**config.mk**
```make
export PLATFORM = sky130hd
export DESIGN_NAME = turn_sensor
export DESIGN_NICKNAME = d
export VERILOG_FILES = /design/src/rtl/litspin_pkg.sv /design/src/rtl/turn_debounce.sv /design/src/rtl/turn_sensor.sv
export SDC_FILE = /design/constraint.sdc
export NUM_CORES = 1
export LEC_CHECK = 0
export CAP_MARGIN = 20
export CORE_UTILIZATION = 35
export CTS_CLUSTER_DIAMETER = 40
export DETAILED_ROUTE_END_ITERATION = 8
export PLACE_DENSITY = 0.56
export SYNTH_ARGS = -nofsm -noshare
export SYNTH_HDL_FRONTEND = slang
export SYNTH_SLANG_ARGS = --single-unit
```
**constraint.sdc**
```tcl
create_clock -name clk -period 2.2 [get_ports clk]
set_input_delay 0.44 -clock clk [delete_from_list [all_inputs] [get_ports clk]]
set_output_delay 0.44 -clock clk [all_outputs]
set_load 0.03 [all_outputs]
```
**src/rtl/litspin_pkg.sv**
```systemverilog
// litspin_pkg: definitions shared across the LED-head rotation logic.
//   turn_state_t : rotation-measurement FSM state of turn_sensor.
//   cnt_width()  : width needed to hold a count in the range 0..n (minimum 1).
package litspin_pkg;

    typedef enum logic [1:0] {
        WAIT_FIRST = 2'd0,
        MEASURE    = 2'd1,
        RUN        = 2'd2
    } turn_state_t;

    function automatic int unsigned cnt_width(input int unsigned n);
        return (n < 1) ? 1 : $clog2(n + 1);
    endfunction

endpackage

```
**src/rtl/turn_debounce.sv**
```systemverilog
// turn_debounce: synchronises the raw active-low hall sensor into clk and
// filters it, so that the level only follows the sensor after it has held a
// new value for DEBOUNCE_CYCLES consecutive cycles.
// Ports:
//   clk    in  system clock
//   rst_in in  synchronous active-high reset
//   raw_n  in  asynchronous hall sensor, low while the magnet is present
//   level  out filtered level, high while the magnet is present
module turn_debounce
    import litspin_pkg::*;
#(
    parameter int unsigned DEBOUNCE_CYCLES = 1000
) (
    input  logic clk,
    input  logic rst_in,
    input  logic raw_n,
    output logic level
);

    localparam int unsigned   CW   = cnt_width(DEBOUNCE_CYCLES);
    localparam logic [CW-1:0] LAST = CW'(DEBOUNCE_CYCLES - 1);

    logic          sync1;
    logic          sync2;
    logic          raw;
    logic          filt;
    logic [CW-1:0] cnt;

    // Synchroniser resets to "no magnet", so the sensor reads inactive.
    assign raw = ~sync2;

    always_ff @(posedge clk) begin
        if (rst_in) begin
            sync1 <= 1'b1;
            sync2 <= 1'b1;
            filt  <= 1'b0;
            cnt   <= '0;
        end else begin
            sync1 <= raw_n;
            sync2 <= sync1;
            // Any return to the current filtered level restarts the count,
            // so only an unbroken run of the new level gets through.
            if (raw == filt) begin
                cnt <= '0;
            end else if (cnt == LAST) begin
                filt <= raw;
                cnt  <= '0;
            end else begin
                cnt <= cnt + CW'(1);
            end
        end
    end

    assign level = filt;

endmodule

```
**src/rtl/turn_sensor.sv**
```systemverilog
// turn_sensor: conditions the hall turn sensor of the rotating LED head.
// Debounces the sensor, selects the HPS tick under override, measures the
// rising-to-rising tick period in clk cycles and flags a stalled rotor.
// Ports:
//   clk           in  system clock
//   rst_in        in  synchronous active-high reset
//   hall_n        in  raw hall sensor, asynchronous, low while magnet present
//   hps_override  in  selects hps_turn_tick as tick source
//   hps_turn_tick in  HPS tick level, synchronous to clk
//   turn_tick     out registered tick level
//   turn_period   out last measured rise-to-rise distance in cycles
//   period_valid  out turn_period holds a valid measurement
//   period_strobe out one-cycle pulse when turn_period updates
//   stalled       out no rotation detected
module turn_sensor
    import litspin_pkg::*;
#(
    parameter int unsigned DEBOUNCE_CYCLES = 1000,
    parameter int unsigned PERIOD_WIDTH    = 32,
    parameter int unsigned TIMEOUT_CYCLES  = 50_000_000
) (
    input  logic                    clk,
    input  logic                    rst_in,
    input  logic                    hall_n,
    input  logic                    hps_override,
    input  logic                    hps_turn_tick,
    output logic                    turn_tick,
    output logic [PERIOD_WIDTH-1:0] turn_period,
    output logic                    period_valid,
    output logic                    period_strobe,
    output logic                    stalled
);

    localparam logic [PERIOD_WIDTH-1:0] CNT_MAX = PERIOD_WIDTH'(TIMEOUT_CYCLES - 1);

    logic                    level;
    logic                    prev;
    logic                    rise;
    logic                    timeout;
    logic [PERIOD_WIDTH-1:0] cnt;
    turn_state_t             state;

    turn_debounce #(
        .DEBOUNCE_CYCLES(DEBOUNCE_CYCLES)
    ) u_debounce (
        .clk   (clk),
        .rst_in(rst_in),
        .raw_n (hall_n),
        .level (level)
    );

    assign rise    = turn_tick & ~prev;
    assign timeout = (cnt == CNT_MAX);

    // Tick source select, edge history and the saturating period counter.
    always_ff @(posedge clk) begin
        if (rst_in) begin
            turn_tick <= 1'b0;
            prev      <= 1'b0;
            cnt       <= '0;
        end else begin
            turn_tick <= hps_override ? hps_turn_tick : level;
            prev      <= turn_tick;
            if (rise) begin
                cnt <= '0;
            end else if (!timeout) begin
                cnt <= cnt + PERIOD_WIDTH'(1);
            end
        end
    end

    // cnt holds cycles since the last rise minus one, hence the +1 on capture.
    // A rise in the timeout cycle is checked first so the measurement wins.
    always_ff @(posedge clk) begin
        if (rst_in) begin
            state         <= WAIT_FIRST;
            turn_period   <= '0;
            period_valid  <= 1'b0;
            period_strobe <= 1'b0;
            stalled       <= 1'b1;
        end else begin
            period_strobe <= 1'b0;
            unique case (state)
                WAIT_FIRST: begin
                    stalled      <= 1'b1;
                    period_valid <= 1'b0;
                    if (rise) begin
                        stalled <= 1'b0;
                        state   <= MEASURE;
                    end
                end
                MEASURE, RUN: begin
                    if (rise) begin
                        turn_period   <= cnt + PERIOD_WIDTH'(1);
                        period_strobe <= 1'b1;
                        period_valid  <= 1'b1;
                        stalled       <= 1'b0;
                        state         <= RUN;
                    end else if (timeout) begin
                        period_valid <= 1'b0;
                        stalled      <= 1'b1;
                        state        <= WAIT_FIRST;
                    end
                end
                default: begin
                    state <= WAIT_FIRST;
                end
            endcase
        end
    end

endmodule
```
---- Word-level counts from Yosys, hierarchy flattened ----
Index checks and enable logic that the tools add are counted.
operators by class
  add/sub/neg operators ................... 2
  eq/ne operators ......................... 7
  multiplexer cells ....................... 13
  bitwise operators ....................... 5
  reductions and logical operators ........ 10
operators with widths
  operator                                                count
  adder 32 x 1 -> 32 bit (second input constant)          1
  equality test 32 x 26 -> 1 bit (second input constant)  1
  adder 10 x 1 -> 10 bit (second input constant)          1
  equality test 10 bit (second input constant)            1
  AND reduction 2 bit                                     4
  two-way mux 1 bit                                       7
  two-way mux 2 bit                                       3
  OR reduction 2 bit                                      3
  inverter 1 bit                                          4
  case mux 1 bit (2 select lines)                         2
  case mux 2 bit (2 select lines)                         1
  inequality test 3 bit (second input constant)           1
  OR reduction 3 bit                                      1
  equality test 2 x 1 -> 1 bit (second input constant)    1
  equality test 2 bit (second input constant)             1
  zero test 2 bit                                         1
  inequality test 2 bit (second input constant)           1
  nonzero test 2 bit                                      1
  bitwise AND 1 bit                                       1
  equality test 1 bit                                     1
word-level totals
  register bits after elaboration ......... 84
  input port bits ......................... 5
  output and inout port bits .............. 36

---- Longest topological paths before layout ----
Gate-level depths: netlist (run 1).
  word-level depth ........................ 4
  mapped depth ............................ 9

---- By module ----
A second synthesis (run 1) with hierarchy kept.
second synthesis, totals
  cell total of the unflattened synthesis .. 382
  area total of the unflattened synthesis .. 3595.9 um^2
modules (own cells, without submodules)
  module         times used  cells an instance  area each (um^2)
  turn_sensor    1           319                2995.4
  turn_debounce  1           63                 600.6

---- Worst setup path before layout (run 1) ----
No wires, ideal clock.
  kind .................................... register to register
  from .................................... reg cnt[0]
  to ...................................... reg cnt[28]
  data arrival time ....................... 1778 ps
  slack ................................... 304 ps
  stages on the path, launching flop included .. 10
  path buffers ............................ 3
  cell sequence ........................... dfxtp_1 > ha_1 > and3_1 > buf_2 > nand2_1 > or3_1 > buf_2 > nand2_2 > buf_4 > nor2_1
on the way
  cells in the longest elaborated chain, start to end .. 1
RTL lines
  what                                                                             line                                  text
  from (decl)                                                                      turn_sensor.sv:40                     logic [PERIOD_WIDTH-1:0] cnt;
  from (signal assigned)                                                           turn_sensor.sv:67                     cnt <= cnt + PERIOD_WIDTH'(1);
  adder 32 x 1 -> 32 bit / equality test 32 x 26 -> 1 bit (equally long branches)  turn_sensor.sv:67, turn_sensor.sv:53
Parallel ways exist; a longest one is shown, timed or not.
A chain may end at the register's enable or synchronous reset.

---- Worst setup path after layout (run 1) ----
  from .................................... reg cnt[1]
  to ...................................... reg cnt[10]
The elaborated chain is that of the path after synthesis.

==> results of run 1 <==
-- report_power, final --
part / total (mW) / internal, mW / switching [mW]
logic: 0.133 / 0.0530 / 0.0797
registers: 1.55 / 1.54 / 0.0116
clock network: 1.19 / 0.639 / 0.551
-- routing by layer --
layer | wire length, um | share of wire | up-vias | track usage
met2 | 3080 | 0.45 | 36 | 0.238
met4 | 56 | 0.0082 | 0 | 0.0368
li1 | - | - | 1371 | -
met3 | 254 | 0.037 | 8 | 0.0451
met1 | 3410 | 0.50 | 1183 | 0.191
met5 | 0 | 0 | - | 0
-- flip-flops by register name (all words and copies together), names as in the netlist --
register and cells:
period_valid 1, period_strobe 1, cnt 32, u_debounce.sync1 1
prev 1, u_debounce.cnt 10, u_debounce.sync2 1, turn_period 32
state 2, turn_tick 1, u_debounce.level 1, stalled 1
-- layout by cell type, fill, tap and decap left out, types with 2 or more instances in the layout --
master	n
sky130_fd_sc_hd__dfxtp_1	84
sky130_fd_sc_hd__nor2_1	81
sky130_fd_sc_hd__clkdlybuf4s50_1	40
sky130_fd_sc_hd__a211oi_1	29
sky130_fd_sc_hd__nand2_1	22
sky130_fd_sc_hd__xnor2_1	21
sky130_fd_sc_hd__xor2_1	18
sky130_fd_sc_hd__nand3_1	13
sky130_fd_sc_hd__a21oi_1	13
sky130_fd_sc_hd__clkbuf_8	9
sky130_fd_sc_hd__buf_4	9
sky130_fd_sc_hd__nand4_1	8
sky130_fd_sc_hd__nor3_1	7
sky130_fd_sc_hd__and3_1	6
sky130_fd_sc_hd__inv_1	4
sky130_fd_sc_hd__nor4_2	4
sky130_fd_sc_hd__or2_2	4
sky130_fd_sc_hd__o21ai_0	4
sky130_fd_sc_hd__ha_1	4
sky130_fd_sc_hd__nor2b_1	3
sky130_fd_sc_hd__and4_1	3
sky130_fd_sc_hd__or3_1	3
sky130_fd_sc_hd__nand4_4	2
sky130_fd_sc_hd__nor4b_1	2
sky130_fd_sc_hd__nor4_1	2
sky130_fd_sc_hd__a31oi_1	2
sky130_fd_sc_hd__o21bai_1	2
sky130_fd_sc_hd__mux2i_1	2
sky130_fd_sc_hd__clkinvlp_4	2
sky130_fd_sc_hd__bufinv_16	2
-- timing repair --
item,4_1_cts,5_1_grt
hold buffers,0,0
resized for setup,0,1
setup endpoints to repair,0,7
-- critical path, delay by kind of cell (launching register included) --
kind,cells,cell delay [ps]
adder cells (fa/ha/maj),1,190
flip-flops,1,380
AND/OR/NAND/NOR,5,1310
-- layout make-up --
| type | instances | area (um^2) | area share |
|---|---|---|---|
| multi-input combinational | 265 | 1620 | 0.387 |
| inverter | 4 | 15.0 | 0.00359 |
| tap | 129 | 161 | 0.0386 |
| clock buffer | 10 | 128 | 0.0305 |
| clock inverter | 6 | 88.8 | 0.0213 |
| sequential | 84 | 1680 | 0.402 |
| timing repair buffer | 50 | 488 | 0.117 |
-- worst max-delay path by stage --
stage	end	slack, ps	cells past startpoint
6_report	cnt[10]$_SDFFE_PP0P_	220	6
5_1_grt	state[0]$_SDFFE_PP0P_	70	6
4_1_cts	cnt[24]$_SDFFE_PP0P_	110	6
3_5_place_dp	cnt[30]$_SDFFE_PP0P_	130	6
3_3_place_gp	cnt[24]$_SDFFE_PP0P_	210	6
2_1_floorplan	cnt[28]$_SDFFE_PP0P_	300	9
-- per-stage QoR --
stage                     worst slack (ps)  utilization  instances
after floorplan                        304            -        375
after global placement                 212        0.424        532
after detailed placement               130        0.424        532
after CTS                              115        0.448        548
after global routing                  66.3        0.448        548
final                                  216        0.448        548
-- kinds of logic after synthesis --
logic type / count (synthesis)
muxes: 2
xor gates and xnor gates: 39
buffers and inverters: 26
AOI/OAI and AO/OA: 51
DFF: 84
adders and majority gates: 4
and+or+nand+nor: 169
==> results.txt, run 1 <==
----------------------------------------------------
[Layout]
  Area delta synth->final ... 22.7%
  Diodes inserted ... 0
  Ratio of cells with drive above 1 in the final layout ... 0.0979
  Total number of nets in the final design ... 423
  Count of fill cells added during filler insertion ... 932
  Final std cell area, no fill ... 4180 um^2

[Yosys]
  Share of flip-flops with an asynchronous set or reset after synthesis ... 0
  Number of distinct library cell variants in the gate-level netlist after synthesis ... 38
  Dominant combinational cell family by area after synthesis ... simple AND/OR/NAND/NOR gates
  Post-synthesis compound-gate area fraction ... 0.0995
  Number of enable flip-flop cells after synthesis ... 0
  Post-Syn Area ... 3410 um^2
  Per-instance average area after synthesis ... 9.09 um^2
  Net Count, Synth ... 384
  Post-synthesis adder-cell area fraction ... 0.0147
  Leading cell type by number of instances after synthesis ... sky130_fd_sc_hd__dfxtp_1
  Synth Area in XOR/XNOR ... 0.100
  Yosys Warn Count ... 0
  Post-synthesis simple-gate area fraction ... 0.253
  Sequential fraction of the synthesis area ... 0.493
  Synth Flop Type ... sky130_fd_sc_hd__dfxtp_1
  Yosys top cell by area ... sky130_fd_sc_hd__dfxtp_1
  Multiplexer share of the synthesized area ... 0.00587
  List of most frequent post-synthesis cells ... 84 x sky130_fd_sc_hd__dfxtp_1, 81 x sky130_fd_sc_hd__nor2_1, 29 x sky130_fd_sc_hd__a211oi_1, 22 x sky130_fd_sc_hd__nand2_1, 21 x sky130_fd_sc_hd__xnor2_1
  Cells after Synth ... 375
  Portion of synthesized cell area occupied by the leading cell type ... 0.493
  Seq cells post-synth ... 84
  Biggest area contributors in the synthesized netlist ... sky130_fd_sc_hd__dfxtp_1 49%, sky130_fd_sc_hd__nor2_1 8.9%, sky130_fd_sc_hd__a211oi_1 6.4%

[Critical path]
  Worst setup SP type ... flip-flop
  Largest stage delay, worst path ... 590 ps
  Worst flop-to-flop path endpoint ... cnt[10]$_SDFFE_PP0P_
  Worst Reg2Reg Path Length in Cells ... 6
  Req. time, crit path ... 2440 ps
  R2R setup slack ... 220 ps
  Capturing element type of the critical path ... flip-flop
  Critical-path maximum fanout ... 14
  Worst setup startpoint ... cnt[1]$_SDFFE_PP0P_
  Start-to-end type of the worst setup path ... reg -> reg
  Master of the slowest instance on the critical path ... sky130_fd_sc_hd__or3_1
  RR Startpoint ... cnt[1]$_SDFFE_PP0P_
  Ordered cell list for the critical path ... ha_1 > and3_1 > nand2_1 > or3_1 > nand2_4 > nor2_1
  Data arrival, critical path ... 2220 ps

[Flow run]
  Count of max-cap constraint violations ... 0

[STA]
  Count of final hold-check violations ... 0
  Max Clock Skew ... 11.5 ps
  Upper clock frequency limit ... 0.504 GHz
  Worst slew margin relative to its limit ... 0.713
  Transition time at the pin with the least slew margin ... 431 ps
  Number of slew-limit violations in the final report ... 0
  Final-layout worst hold slack ... 419 ps
  Share of the clock period used by the worst path ... 0.902
  Setup violators final ... 0
  Unrepaired setup endpoints after global routing ... no
  Setup TNS after final layout ... 0 ps
  Shortest period the worst path allows ... 1980 ps

[Placement]
  Last weighted congestion value of the routability-driven placer ... 0.816
  Number of port buffers ... 40
  Cell area after placement ... 3960 um^2
  Dpl hpwl ... 4770 um

[Power]
  Peak VDD IR ... 0.461 mV
  Final Total Pwr ... 2.87 mW
  Power density relative to cell area ... 687 nW/um^2
  Leakage power summed over all cells ... 1.40 nW

[CTS]
  CTS root buf ... sky130_fd_sc_hd__clkbuf_8
  Setup Fix Bufs, Post-CTS ... 0
  Number of buffers added by the clock tree synthesis step ... 9
  Later-pin clock latency in the skew report ... 350 ps
  TritonCTS Sinks ... 84
  Clock tree from TritonCTS ... built
  CTS H-tree lvls ... 3
  Clock transition at the registers of the reported paths ... 80 ps
  Bufs on Longest Clock Path ... 2

[Global route]
  Via count of the first global-routing pass ... 2556
  Overflow left after global routing ... 0
  Number of antenna violations at the first check in global routing ... 0
  Maximum number of pins on one net before global-route repair ... 63
  Global-route wire length before repair ... 11900 um
  Aggregate global-route resource usage ... 0.147

[Drt]
  First-pass iteration count of the detailed router ... 4
  Mean number of vias per cell ... 4.74
  Average routed wire per standard cell ... 12.4 um
  Total Wirelength ... 6810 um
  Post-route ant nets ... 0
  DRC violations left ... 0
  Number of vias in the routed layout ... 2598
  Iteration-0 DRC count of the detailed router ... 53

[Die]
  Number of I/O pins ... 41
  Area of the die ... 10100 um^2
  Row Count ... 35
  Initial Utilization ... 0.365
  Placeable core region ... 9330 um^2
  Die width ... 101 um
  Vertical extent of the die ... 101 um

[Min path]
  Min-delay worst type ... reg -> reg
  End point of the worst hold path ... u_debounce.sync2$_SDFF_PP1_
  Hold Crit Depth ... 1
  Min-delay src ... u_debounce.sync1$_SDFF_PP1_

[Run status]
  Result of the run ... complete, no violations

----------------------------------------------------
No activity file was read; power rests on OpenSTA's default activity.
==> run 2: changes to the inputs <==
--- a/config.mk
+++ b/config.mk
@@ -6,10 +6,11 @@
 export NUM_CORES = 1
 export LEC_CHECK = 0
 export CAP_MARGIN = 20
+export CORE_MARGIN = 2
 export CORE_UTILIZATION = 35
 export CTS_CLUSTER_DIAMETER = 40
 export DETAILED_ROUTE_END_ITERATION = 8
-export PLACE_DENSITY = 0.56
+export PLACE_DENSITY = 0.58
 export SYNTH_ARGS = -nofsm -noshare
 export SYNTH_HDL_FRONTEND = slang
 export SYNTH_SLANG_ARGS = --single-unit
==> constraint.sdc (replaced) <==
create_clock -name clk -period 1.76 [get_ports clk]
set_input_delay 0.352 -clock clk [delete_from_list [all_inputs] [get_ports clk]]
set_output_delay 0.352 -clock clk [all_outputs]
set_load 0.03 [all_outputs]
==> results.txt, run 2 (synthesized netlist as in run 1, its figures left out) <==
----------------------------------------------------
[Run status]
  Result of the run ... complete, no violations

[Drt]
  Mean number of vias per cell ... 4.79
  Number of vias in the routed layout ... 2798
  Post-route ant nets ... 0
  DRC violations left ... 0
  Total Wirelength ... 7470 um
  Iteration-0 DRC count of the detailed router ... 49
  Average routed wire per standard cell ... 12.8 um
  First-pass iteration count of the detailed router ... 4

[Critical path]
  Worst flop-to-flop path endpoint ... turn_period[31]$_SDFFE_PP0P_
  Critical-path maximum fanout ... 3
  Start-to-end type of the worst setup path ... reg -> reg
  Worst path bufs/invs ... 0
  Worst setup SP type ... flip-flop
  Ordered cell list for the critical path ... and4_4 > nand4_4 > or3_1 > or3_4 > a31oi_1
  Largest stage delay, worst path ... 380 ps
  Crit-path leading delay family ... simple AND/OR/NAND/NOR gates
  R2R setup slack ... 40 ps
  Capturing element type of the critical path ... flip-flop
  Number of stages on the worst setup path ... 5
  Req. time, crit path ... 2040 ps
  Master of the slowest instance on the critical path ... sky130_fd_sc_hd__or3_1
  Worst Reg2Reg Path Length in Cells ... 5
  RR Startpoint ... cnt[23]$_SDFFE_PP0P_
  Data arrival, critical path ... 2000 ps

[STA]
  Max Clock Skew ... 12.8 ps
  Worst slew margin relative to its limit ... 0.678
  Setup TNS after final layout ... 0 ps
  Share of the clock period used by the worst path ... 0.976
  Count of final hold-check violations ... 0
  Unrepaired setup endpoints after global routing ... yes
  Shortest period the worst path allows ... 1720 ps
  Transition time at the pin with the least slew margin ... 481 ps
  Setup violators final ... 0
  Upper clock frequency limit ... 0.582 GHz
  Number of slew-limit violations in the final report ... 0

[Die]
  Vertical extent of the die ... 103 um
  Die width ... 103 um
  Initial Utilization ... 0.355
  Area of the die ... 10500 um^2
  Row Count ... 36
  Placeable core region ... 9590 um^2
  Number of I/O pins ... 41

[Placement]
  Number of port buffers ... 40
  Dpl hpwl ... 5090 um
  Last weighted congestion value of the routability-driven placer ... 0.802

[Layout]
  Ratio of cells with drive above 1 in the final layout ... 0.200
  Area delta synth->final ... 34.0%
  Commonest cells after routing, fill and taps aside ... 81 x sky130_fd_sc_hd__nor2_1, 80 x sky130_fd_sc_hd__dfxtp_1, 39 x sky130_fd_sc_hd__buf_4
  Total number of nets in the final design ... 455
  Largest regs ... cnt (32), turn_period (32), u_debounce.cnt (10)
  Commonest non-fill, non-tap cell in the layout ... sky130_fd_sc_hd__nor2_1
  Final core utilization ... 0.476
  Diodes inserted ... 0

[Global route]
  Via count of the first global-routing pass ... 2633
  Aggregate global-route resource usage ... 0.150
  Number of antenna violations at the first check in global routing ... 0
  Global-route wire length before repair ... 12500 um
  Overflow left after global routing ... 0
  Maximum number of pins on one net before global-route repair ... 63

[Power]
  Final Total Pwr ... 3.53 mW
  Power density relative to cell area ... 774 nW/um^2
  Peak VDD IR ... 0.390 mV
  Leakage power summed over all cells ... 1.90 nW

[CTS]
  TritonCTS Sinks ... 84
  Later-pin clock latency in the skew report ... 360 ps
  CTS root buf ... sky130_fd_sc_hd__clkbuf_8
  Number of buffers added by the clock tree synthesis step ... 9
  Bufs on Longest Clock Path ... 2
  CTS H-tree lvls ... 3
  Clock tree from TritonCTS ... built
  Clock transition at the registers of the reported paths ... 90 ps

[Min path]
  Min-delay worst type ... reg -> reg
  Min-delay src ... u_debounce.sync1$_SDFF_PP1_
  Hold Crit Depth ... 1
  End point of the worst hold path ... u_debounce.sync2$_SDFF_PP1_

[Flow run]
  Count of max-cap constraint violations ... 0

----------------------------------------------------
run 2: cell types whose count changed in the layout (fill, tap and decap cells not counted), sizes merged:
cell	before	now
bufinv	2	1
nand4	10	11
buf	10	41
inv	4	5
clkdlybuf4s50	40	22
dlymetal6s2s	0	15
dlygate4sd2	0	3
run 2: report_power, final:
group / leakage (nW) / total, mW / internal (mW) / switching [mW]
logic: 1.12 / 0.179 / 0.0740 / 0.105
registers: 0.680 / 1.94 / 1.92 / 0.0136
clock network: 0.0991 / 1.42 / 0.704 / 0.714
total: 1.90 / 3.53 / 2.70 / 0.833
run 2: timing repair:
item / 4_1_cts / 5_1_grt
pin swaps: 2 / 6
cloned: 1 / 0
endpoints found under the setup margin: 34 / 57
buffers inserted: 0 / 4
gates resized for setup: 12 / 29
hold buffers: 0 / 0
run 2: how the worst max path moves through the flow:
stage | to | slack (ps) | from
after floorplan | turn_period[18]$_SDFFE_PP0P_ | -4 | turn_tick$_SDFF_PP0_
after global placement | cnt[28]$_SDFFE_PP0P_ | -20 | cnt[1]$_SDFFE_PP0P_
after detailed placement | turn_period[30]$_SDFFE_PP0P_ | -60 | cnt[1]$_SDFFE_PP0P_
after CTS | period_valid | 4 | period_valid$_SDFFE_PP0P_
after global routing | cnt[2]$_SDFFE_PP0P_ | -80 | cnt[7]$_SDFFE_PP0P_
final | turn_period[31]$_SDFFE_PP0P_ | 40 | cnt[23]$_SDFFE_PP0P_
run 2: cell type report:
class	instances	area (um^2)
Clock buffer	10	138
Clock inverter	6	71.3
Fill cell	948	5030
Inverter	4	15.0
Multi-Input combinational cell	266	1720
Sequential cell	84	1690
Tap cell	133	166
Timing Repair Buffer	81	767
run 2: metal layers:
layer / track usage / up-vias / wire length, um / part of all wire
li1: - / 1430 / - / -
met1: 0.200 / 1327 / 3620 / 0.48
met2: 0.240 / 34 / 3520 / 0.47
met3: 0.0468 / 7 / 260 / 0.035
met4: 0.0338 / 0 / 66 / 0.0088
met5: 0 / - / 0 / 0
run 2: stage by stage:
stage | setup WS, ps | hold slack, ps | std cells | cell area [um^2]
5_1_grt | -78.5 | 463 | 584 | 4570
3_5_place_dp | -60.9 | 404 | 563 | 4180
2_1_floorplan | -4.22 | 389 | 375 | 3430
6_report | 42.5 | 421 | 584 | 4570
4_1_cts | 4.49 | 425 | 580 | 4420
3_3_place_gp | -21.6 | 405 | 563 | 4180
==> run 3: changes to the inputs <==
--- a/config.mk
+++ b/config.mk
@@ -10,6 +10,7 @@
 export CORE_UTILIZATION = 35
 export CTS_CLUSTER_DIAMETER = 40
 export DETAILED_ROUTE_END_ITERATION = 8
+export HOLD_SLACK_MARGIN = 0.1
 export PLACE_DENSITY = 0.58
 export SYNTH_ARGS = -nofsm -noshare
 export SYNTH_HDL_FRONTEND = slang
==> results of run 3 <==
Final layout, timing and power as in run 2 (identical DEF).
